===== config.mk =====
export PLATFORM = sky130hd
export DESIGN_NAME = vga_stream_sched_flat
export DESIGN_NICKNAME = d
export VERILOG_FILES = /design/src/rtl/vga_pkg.sv /design/src/rtl/vga_stream_sched_if.sv /design/src/rtl/vga_raster_cnt.sv /design/src/rtl/vga_stream_sched.sv /design/src/flat_wrapper.sv
export SDC_FILE = /design/constraint.sdc
export NUM_CORES = 1
export LEC_CHECK = 0
export BUFFER_PORTS_ARGS = -buffer_cell sky130_fd_sc_hd__buf_2
export CAP_MARGIN = 20
export CORE_ASPECT_RATIO = 0.6
export CORE_UTILIZATION = 49
export CTS_CLUSTER_DIAMETER = 150
export DETAILED_ROUTE_END_ITERATION = 16
export HOLD_SLACK_MARGIN = 0.03
export PLACE_DENSITY = 0.81
export RECOVER_POWER = 100
export SLEW_MARGIN = 10
export SYNTH_ARGS = -nofsm -noshare
export SYNTH_HDL_FRONTEND = slang
export SYNTH_SLANG_ARGS = --single-unit
export TNS_END_PERCENT = 100

===== constraint.sdc =====
create_clock -name pixel_clk -period 2.3 [get_ports pixel_clk]
set_input_delay 0 -clock pixel_clk [delete_from_list [all_inputs] [get_ports pixel_clk]]
set_output_delay 0 -clock pixel_clk [all_outputs]
set_load 0.01 [all_outputs]

===== src/rtl/vga_pkg.sv =====
// Timing, state, colour and pixel definitions shared by the VGA stream scheduler slice.
package vga_pkg;
    localparam int HFP    = 40;
    localparam int HPULSE = 48;
    localparam int HBP    = 40;
    localparam int VFP    = 13;
    localparam int VPULSE = 3;
    localparam int VBP    = 29;
    localparam int HBLANK = HFP + HPULSE + HBP;
    localparam int VBLANK = VFP + VPULSE + VBP;
    localparam int CNT_W  = 12;

    typedef logic [23:0] pixel_t;

    localparam pixel_t WHITE = 24'hFFFFFF;
    localparam pixel_t BLACK = 24'h000000;
    localparam pixel_t RED   = 24'hFF0000;

    typedef enum logic [1:0] {IDLE, WAIT_SOF, STREAM, RESYNC} state_t;

    // Only the low nibble of x/y decides the 16-pixel grid.
    function automatic pixel_t grid_pixel(input logic [3:0] x, input logic [3:0] y);
        return ((x == 4'd0) || (y == 4'd0)) ? WHITE : BLACK;
    endfunction
endpackage


===== src/rtl/vga_stream_sched_if.sv =====
// Read side of the first-word-fall-through pixel FIFO feeding the scheduler.
interface vga_stream_sched_if;
    import vga_pkg::*;

    // fifo_rdata is valid whenever fifo_rempty is low; a word is consumed on
    // every pixel_clk edge where fifo_rinc is high, and fifo_rinc is only
    // raised while fifo_rempty is low.
    pixel_t fifo_rdata;
    logic   fifo_rempty;
    logic   fifo_rinc;

    modport master (input fifo_rdata, input fifo_rempty, output fifo_rinc);
    modport slave  (output fifo_rdata, output fifo_rempty, input fifo_rinc);
endinterface


===== src/rtl/vga_raster_cnt.sv =====
// Horizontal/vertical raster counters with combinational sync, active and frame-boundary flags.
module vga_raster_cnt
    import vga_pkg::*;
#(
    parameter int HDISP = 800,
    parameter int VDISP = 480
) (
    input  logic             i_clk,
    input  logic             i_rst,
    output logic [CNT_W-1:0] o_h,
    output logic [CNT_W-1:0] o_v,
    output logic             o_active,
    output logic             o_hs_n,
    output logic             o_vs_n,
    output logic             o_fb
);
    localparam int HTOTAL = HDISP + HBLANK;
    localparam int VTOTAL = VDISP + VBLANK;

    logic [CNT_W-1:0] r_h;
    logic [CNT_W-1:0] r_v;
    logic             w_h_wrap;
    logic             w_v_wrap;

    assign w_h_wrap = (r_h == CNT_W'(HTOTAL - 1));
    assign w_v_wrap = (r_v == CNT_W'(VTOTAL - 1));

    always_ff @(posedge i_clk or posedge i_rst) begin
        if (i_rst) begin
            r_h <= '0;
            r_v <= '0;
        end else begin
            r_h <= w_h_wrap ? '0 : r_h + CNT_W'(1);
            if (w_h_wrap) begin
                r_v <= w_v_wrap ? '0 : r_v + CNT_W'(1);
            end
        end
    end

    assign o_h      = r_h;
    assign o_v      = r_v;
    assign o_active = (r_h >= CNT_W'(HBLANK)) && (r_v >= CNT_W'(VBLANK));
    assign o_hs_n   = !((r_h >= CNT_W'(HFP)) && (r_h < CNT_W'(HFP + HPULSE)));
    assign o_vs_n   = !((r_v >= CNT_W'(VFP)) && (r_v < CNT_W'(VFP + VPULSE)));
    assign o_fb     = w_h_wrap && w_v_wrap;
endmodule


===== src/rtl/vga_stream_sched.sv =====
// Pixel-domain scheduler: picks FIFO pixels or a fallback pattern for each raster cycle,
// aligns streaming to frame start and recovers from FIFO underflow via a frame resync.
module vga_stream_sched
    import vga_pkg::*;
#(
    parameter int HDISP = 800,
    parameter int VDISP = 480,
    parameter int UFW   = 16
) (
    input  logic                      pixel_clk,
    input  logic                      pixel_rst,
    input  logic                      enable,
    vga_stream_sched_if.master        fifo,
    output logic                      hs,
    output logic                      vs,
    output logic                      blank,
    output pixel_t                    rgb,
    output logic                      sof,
    output logic                      resync_req,
    output logic                      streaming,
    output logic [UFW-1:0]            underflow_cnt
);
    logic [CNT_W-1:0] w_h;
    logic [CNT_W-1:0] w_v;
    logic             w_active;
    logic             w_hs_n;
    logic             w_vs_n;
    logic             w_fb;
    logic [3:0]       w_x_lo;
    logic [3:0]       w_y_lo;
    logic             w_pop;
    logic             w_underflow;

    state_t           r_state;
    logic             r_hs;
    logic             r_vs;
    logic             r_blank;
    pixel_t           r_rgb;
    logic             r_sof;
    logic             r_resync;
    logic [UFW-1:0]   r_ucnt;

    vga_raster_cnt #(.HDISP(HDISP), .VDISP(VDISP)) u_raster (
        .i_clk    (pixel_clk),
        .i_rst    (pixel_rst),
        .o_h      (w_h),
        .o_v      (w_v),
        .o_active (w_active),
        .o_hs_n   (w_hs_n),
        .o_vs_n   (w_vs_n),
        .o_fb     (w_fb)
    );

    assign w_x_lo = 4'(w_h - CNT_W'(HBLANK));
    assign w_y_lo = 4'(w_v - CNT_W'(VBLANK));

    // Pop strobe is combinational so the FWFT head is consumed on the edge that registers it.
    assign w_pop       = (r_state == STREAM) && w_active && !fifo.fifo_rempty && !pixel_rst;
    assign w_underflow = (r_state == STREAM) && w_active && fifo.fifo_rempty;
    assign fifo.fifo_rinc = w_pop;

    always_ff @(posedge pixel_clk or posedge pixel_rst) begin
        if (pixel_rst) begin
            r_state  <= IDLE;
            r_hs     <= 1'b1;
            r_vs     <= 1'b1;
            r_blank  <= 1'b0;
            r_rgb    <= BLACK;
            r_sof    <= 1'b0;
            r_resync <= 1'b0;
            r_ucnt   <= '0;
        end else begin
            r_hs     <= w_hs_n;
            r_vs     <= w_vs_n;
            r_blank  <= w_active;
            r_sof    <= (w_h == '0) && (w_v == '0);
            r_resync <= w_underflow;

            if (!w_active) begin
                r_rgb <= BLACK;
            end else begin
                case (r_state)
                    IDLE, WAIT_SOF: r_rgb <= grid_pixel(w_x_lo, w_y_lo);
                    STREAM:         r_rgb <= w_underflow ? RED : fifo.fifo_rdata;
                    default:        r_rgb <= BLACK;
                endcase
            end

            if (w_underflow && (r_ucnt != '1)) begin
                r_ucnt <= r_ucnt + UFW'(1);
            end

            // Underflow outranks the frame-boundary exit so a late underflow still resyncs.
            case (r_state)
                IDLE: begin
                    if (enable) r_state <= WAIT_SOF;
                end
                WAIT_SOF: begin
                    if (w_fb) begin
                        if (!enable)                 r_state <= IDLE;
                        else if (!fifo.fifo_rempty)  r_state <= STREAM;
                    end
                end
                STREAM: begin
                    if (w_underflow)           r_state <= RESYNC;
                    else if (w_fb && !enable)  r_state <= IDLE;
                end
                RESYNC: begin
                    if (w_fb) r_state <= WAIT_SOF;
                end
                default: r_state <= IDLE;
            endcase
        end
    end

    assign hs            = r_hs;
    assign vs            = r_vs;
    assign blank         = r_blank;
    assign rgb           = r_rgb;
    assign sof           = r_sof;
    assign resync_req    = r_resync;
    assign streaming     = (r_state == STREAM);
    assign underflow_cnt = r_ucnt;
endmodule


===== src/flat_wrapper.sv =====
// flat-port wrapper written by rule: the top's interface ports become plain ports
module vga_stream_sched_flat import vga_pkg::*;
#(
    parameter int HDISP = 800,
    parameter int VDISP = 480,
    parameter int UFW   = 16
)
  (pixel_clk, pixel_rst, enable, hs, vs, blank, rgb, sof, resync_req, streaming, underflow_cnt, fifo_fifo_rdata, fifo_fifo_rempty, fifo_fifo_rinc);
  vga_stream_sched_if fifo_i ();
  input  logic pixel_clk;
  input  logic pixel_rst;
  input  logic enable;
  output logic hs;
  output logic vs;
  output logic blank;
  output pixel_t rgb;
  output logic sof;
  output logic resync_req;
  output logic streaming;
  output logic [UFW-1:0] underflow_cnt;
  input wire logic [$bits(fifo_i.fifo_rdata)-1:0] fifo_fifo_rdata;
  input wire logic [$bits(fifo_i.fifo_rempty)-1:0] fifo_fifo_rempty;
  output wire logic [$bits(fifo_i.fifo_rinc)-1:0] fifo_fifo_rinc;
  assign fifo_i.fifo_rdata = fifo_fifo_rdata;
  assign fifo_i.fifo_rempty = fifo_fifo_rempty;
  assign fifo_fifo_rinc = fifo_i.fifo_rinc;
  vga_stream_sched #(.HDISP(HDISP), .VDISP(VDISP), .UFW(UFW)) u_core (.pixel_clk(pixel_clk), .pixel_rst(pixel_rst), .enable(enable), .fifo(fifo_i), .hs(hs), .vs(vs), .blank(blank), .rgb(rgb), .sof(sof), .resync_req(resync_req), .streaming(streaming), .underflow_cnt(underflow_cnt));
endmodule

==> key figures, run 1 <==
Outcome
  – Status: finished, final reports clean

Floorplan
  – CORE AREA: 6360 um2
  – Die Ht: ~66 um
  – Die area: 7180 um2
  – Starting Density: 52.7%
  – Die Span X: 109 um
  – Io pins: 75
  – Cell Rows: 22

Route
  – Drt first pass iters: 5
  – Routed wire length: 8690 um
  – DRC viols: 0
  – Vias post-DR: 2807
  – DRT iter0 DRCs: 307
  – Via density: 5.45
  – Detail Route Antenna Nets: 0
  – Drt wl/cell: 16.9 um

Min path
  – Worst Hold Class: in2async

Synth
  – Post-synth cell types: 51
  – Seq cells post-synth: 71
  – Syn Std Cell Area: approximately 3300 um2
  – Seq/Total Area, Yosys: 53.1%
  – Net Count, Synth: roughly 350
  – Synth warnings: 0
  – Ys flop type: dfrtp_1
  – Number of flops mapped to enable cells by yosys: 0
  – Avg Cell Area, Syn: 10.7 um2
  – Cells after synthesis: 313
  – Async S/R FF share, synth: 100%

Clock tree
  – Reg clk slew, reported paths: 0.06 ns
  – H-tree depth: 3
  – CTS tree: done
  – Clk sinks: 71
  – Clock root buffer: clkbuf_16
  – Num CTS Buffers: 9
  – Clk buf depth: 2
  – Clk_lat worst skew: 0.34 ns

Worst setup path
  – Crit path max fanout: 5
  – Startpoint Class: flop
  – Worst Path Arrival: 2.52 ns
  – Crit. End Element: flop
  – WS Path Type: reg2reg
  – WP buf/inv: 1
  – Critical-path top delay cell: o41a_4
  – Worst r2r path cells: 8
  – Slowest stage delay, CP: 0.49 ns
  – Worst-path cell chain: inv_2 > ha_4 > nor2b_4 > o41a_4 > a211oi_4 > nor2b_2 > o41ai_4 > mux2i_1
  – Crit Reg-Reg Endpoint: u_core.r_state[0]
  – Cell family with most CP delay: compound AO/OA/AOI/OAI gates
  – Reg2reg setup slack: 0.03 ns
  – Worst Path Required: 2.55 ns
  – Reg2reg start: u_core.u_raster.o_v[1]

STA
  – Least-Margin Pin Slew: 0.907 ns
  – Fin crit period: 2.27 ns
  – RSZ-0062 raised after global routing: true
  – Clock skew: ~0.0067 ns
  – Setup violators final: 0
  – Setup TNS: 0 ns
  – Headroom to the max-slew limit: 39.5%
  – Slew Viols, Final: 0
  – Max Freq: 0.441 GHz
  – WHS: slightly below 0.1 ns
  – Final cycle utilization of the critical path: a little over nine tenths
  – Final Hold Fails: 0

Finish
  – Area delta synth->final: 32.5%
  – Nets: roughly 470
  – ANT cells: 0
  – Share of layout cells above drive strength 1: 19.5%
  – Post-layout util: 69.8%
  – Design area: 4440 um2
  – Commonest non-fill, non-tap cells in the layout: 68 x dfrtp_1, 50 x clkbuf_1, 30 x nor2_1
  – Leading cell type in the layout, fill and taps excluded: dfrtp_1

Placed design
  – Hpwl dp: 5210 um
  – Routability Congestion: around 0.90
  – IO buf count: 74
  – Placed Area: between 3000 and 4000 um2

Global routing
  – Largest net degree at the start of global routing: 39
  – Total track usage: 25.5%
  – Gr ovfl total: 0
  – Vias in the first global route: 2743
  – Initial antenna violation count: 0
  – First-pass GRT wire length: 13500 um

Flow run
  – Max-capacitance violation count: 0

Power
  – Cell Pwr Density: 631 nW/um2
  – Worst VDD drop: between 500 and 600 uV
  – Lkg Pwr: between 1.5 and 2 nW
  – Final total power: 2.80 mW
worst max path at each step:
stage	from	end	depth (start not counted)	slack, ns
finish	u_core.u_raster.o_v[1]	u_core.r_state[0]	8	0.03
global route	u_core.u_raster.o_v[1]	u_core.r_state[0]	8	-0.06
CTS	u_core.u_raster.o_v[1]	fifo_fifo_rinc	7	0.03
detailed placement	u_core.u_raster.o_v[1]	u_core.r_state[0]	8	0.06
global placement	u_core.u_raster.o_v[1]	u_core.underflow_cnt[9]	8	0.14
floorplan	u_core.u_raster.o_v[0]	u_core.r_state[0]	9	0.05
metrics by stage:
step / setup slack, ns / std cells
after floorplan: 0.0494 / 313
after global placement: 0.142 / 473
after detailed placement: 0.0633 / 473
after CTS: 0.0279 / 513
after global routing: -0.0646 / 515
final: 0.0335 / 515
registers in the layout, summed over array words and instances, names as in the netlist:
| signal | cells |
|---|---|
| u_core.resync_req | 1 |
| u_core.u_raster.o_v | 12 |
| u_core.hs | 1 |
| u_core.u_raster.o_h | 12 |
| u_core.sof | 1 |
| u_core.blank | 1 |
| u_core.r_state | 2 |
| u_core.underflow_cnt | 16 |
| u_core.vs | 1 |
| u_core.rgb | 24 |
cells by family after synthesis:
family                     Yosys count  share of synthesized area [%]
AOI/OAI and AO/OA                   47                           9.90
muxes                                5                           1.53
xor gates and xnor gates            32                           8.37
buffers and inverters               23                           3.29
DFF                                 71                           53.1
and+or+nand+nor                    123                           19.3
adders and majority gates           12                           4.48
cell usage after synthesis (3+ instances only):
library cell,instances,share of area (%)
nor2_1,31,3.5
o21ai_0,5,0.75
and2_1,3,0.56
nand3_1,12,1.8
nor4_1,3,0.56
dfrtp_1,69,52
nand4_1,10,1.9
ha_1,12,4.5
xor2_1,7,1.8
clkbuf_1,8,0.90
nand2_1,29,3.2
xnor2_1,25,6.5
and3_1,7,1.3
a21oi_1,28,4.2
mux2i_1,4,1.2
nor3_1,3,0.45
inv_1,10,1.1
and4_1,4,1.0
where the power goes:
group / total (mW) / switching (mW) / leakage, nW / internal [mW]
registers: 1.25 / 0 / 0.964 / 1.25
clock network: 1.46 / 0.519 / 0.151 / 0.940
logic: 0.0914 / 0.0447 / 0.850 / 0.0467
total: 2.80 / 0.563 / 1.97 / 2.24
per-layer routing:
layer | track usage, % | vias to the layer above | wire length, um
met3 | 7.68 | 16 | 704
li1 | - | 1301 | -
met5 | 0 | - | 0
met1 | 33.2 | 1363 | 3930
met4 | 9.80 | 0 | 116
met2 | 40.3 | 127 | 3940
worst min-delay path: stages:
cell and delay (ns):
dlygate4sd3_1 0.54, buf_2 0.13, inv_1 0.11
repair_timing:
| item | 4_1_cts | 5_1_grt |
|---|---|---|
| hold buffers | 25 | 0 |
| endpoints found under the setup margin | 0 | 23 |
| setup buffers | 0 | 2 |
| resized for setup | 0 | 17 |
| hold endpoints to repair | 93 | 0 |
cell type report:
| type | count | area [um2] |
|---|---|---|
| fill | 469 | 1920 |
| sequential | 71 | 1780 |
| multi-input combinational | 219 | 1530 |
| timing repair buffer | 116 | 676 |
| clock buffer | 9 | 225 |
| tap | 84 | 105 |
| clock inverter | 6 | 86.3 |
| inverter | 10 | 37.5 |
Note: power is estimated with default switching activity, not from simulation.
==> inputs of run 2 (changes only) <==
--- a/config.mk
+++ b/config.mk
@@ -12,6 +12,7 @@
 export CTS_CLUSTER_DIAMETER = 150
 export DETAILED_ROUTE_END_ITERATION = 16
 export HOLD_SLACK_MARGIN = 0.03
+export MAX_ROUTING_LAYER = met4
 export PLACE_DENSITY = 0.81
 export RECOVER_POWER = 100
 export SLEW_MARGIN = 10
==> key figures, run 2 (synthesis gave the netlist of run 1 again) <==
Worst setup path
  – Crit. End Element: flop
  – Crit Reg-Reg Endpoint: u_core.r_state[0]
  – WS Path Type: reg2reg
  – Worst r2r path cells: 8
  – Critical-path top delay cell: o41a_4
  – Cell family with most CP delay: compound AO/OA/AOI/OAI gates
  – WP buf/inv: 1
  – Worst Path Arrival: 2.50 ns
  – Worst-path cell chain: inv_2 > ha_4 > nor2b_4 > o41a_4 > a211oi_4 > nor2b_2 > o41ai_4 > mux2i_1
  – Reg2reg setup slack: 0.05 ns
  – Crit path max fanout: 5
  – Reg2reg start: u_core.u_raster.o_v[1]
  – Crit path launch: u_core.u_raster.o_v[1]
  – Slowest stage delay, CP: 0.49 ns
  – Worst Path Required: 2.55 ns
  – Startpoint Class: flop

STA
  – Least-Margin Pin Slew: 0.911 ns
  – Final cycle utilization of the critical path: 97.7%
  – Headroom to the max-slew limit: 39.2%
  – Final Hold Fails: 0
  – RSZ-0062 raised after global routing: true
  – Fin crit period: around 2.2 ns
  – Setup violators final: 0
  – Slew Viols, Final: 0
  – Clock skew: approximately 0.007 ns
  – Max Freq: 0.445 GHz
  – WHS: approximately 0.094 ns

Finish
  – Fillers: 469
  – Commonest non-fill, non-tap cells in the layout: 68 x dfrtp_1, 50 x clkbuf_1, 30 x nor2_1
  – Area delta synth->final: 32.5%
  – Nets: between 400 and 500
  – Max reg flops: 24
  – Final std cells w/o fill: 515
  – Leading cell type in the layout, fill and taps excluded: dfrtp_1
  – Share of layout cells above drive strength 1: between 15 and 20%
  – ANT cells: 0

Placed design
  – Routability Congestion: 0.919
  – Hpwl dp: 5210 um
  – IO buf count: 74
  – Placed Cells: roughly 470

Route
  – DRT iter0 DRCs: 258
  – Vias post-DR: 2818
  – Drt wl/cell: around 17 um
  – Detail Route Antenna Nets: 0
  – Drt first pass iters: 4
  – Routed wire length: 8680 um
  – Via density: 5.47
  – DRC viols: 0

Global routing
  – Vias in the first global route: 2732
  – Initial antenna violation count: 0
  – Total track usage: roughly a quarter
  – Gr ovfl total: 0
  – Largest net degree at the start of global routing: 39
  – First-pass GRT wire length: 13500 um

Power
  – Lkg Pwr: between 1.5 and 2 nW
  – Worst VDD drop: 502 uV
  – Cell Pwr Density: 631 nW/um2

Floorplan
  – Io pins: 75
  – Cell Rows: 22
  – CORE AREA: 6360 um2
  – Starting Density: roughly 53%
  – Die area: between 7000 and 8000 um2
  – Die Span X: 109 um
  – Die Ht: roughly 66 um

Clock tree
  – CTS tree: done
  – Clk sinks: 71
  – Clk_lat worst skew: 0.34 ns
  – Clk buf depth: 2
  – Clock root buffer: clkbuf_16
  – Num CTS Buffers: 9
  – Reg clk slew, reported paths: 0.06 ns
  – H-tree depth: 3

Min path
  – Worst Hold Class: in2async

Flow run
  – Max-capacitance violation count: 0

Outcome
  – Status: finished, final reports clean
[run 2: stage by stage]
step,power (mW),area (um2),utilization [%],TNS [ns],worst slack (ns)
2_1_floorplan,1.29,3350,-,0,0.0494
3_3_place_gp,1.33,3870,60.8,0,0.142
3_5_place_dp,1.33,3870,60.8,0,0.0633
4_1_cts,2.83,4430,69.6,0,0.0279
5_1_grt,2.89,4440,69.8,-0.0855,-0.0598
6_report,2.80,4440,69.8,0,0.0520
[run 2: worst reg2reg max path, cell delays in order, from the launching register on]
cell	delay, ns
dfrtp_1	0.35
inv_2	0.08
ha_4	0.18
nor2b_4	0.12
o41a_4	0.49
a211oi_4	0.26
nor2b_2	0.10
o41ai_4	0.34
mux2i_1	0.25
[run 2: per-layer routing]
metal | wire (um) | track usage (%) | part of all wire, % | up-vias
li1 | - | - | - | 1297
met1 | 3950 | 33.5 | 46 | 1365
met2 | 3930 | 40.4 | 45 | 130
met3 | 640 | 7.49 | 7.4 | 26
met4 | 159 | 9.80 | 1.8 | 0
met5 | 0 | - | 0 | -
[run 2: timing repair]
action	CTS	global route
resized for setup	0	17
endpoints found under the hold margin	93	0
buffers inserted	0	2
hold buffers	25	0
setup endpoints to repair	0	23
[run 2: worst max-delay path by stage]
stage,endpoint,cells past startpoint
6_report,u_core.r_state[0],8
5_1_grt,u_core.r_state[0],8
4_1_cts,fifo_fifo_rinc,7
3_5_place_dp,u_core.r_state[0],8
3_3_place_gp,u_core.underflow_cnt[9],8
2_1_floorplan,u_core.r_state[0],9
[run 2: where the power goes]
group | total [mW] | switching (mW) | internal (mW)
combinational | 0.0914 | 0.0447 | 0.0467
sequential | 1.25 | 0 | 1.25
clock | 1.46 | 0.518 | 0.940
total | 2.80 | 0.563 | 2.24
[run 2: cell type report]
| cell class | count | area (um2) | share of cell area, % |
|---|---|---|---|
| inverter | 10 | 37.5 | 0.846 |
| sequential | 71 | 1780 | 40.1 |
| clock buffer | 9 | 225 | 5.07 |
| multi-input combinational | 219 | 1530 | 34.4 |
| tap | 84 | 105 | 2.37 |
| timing repair buffer | 116 | 676 | 15.2 |
| clock inverter | 6 | 86.3 | 1.94 |
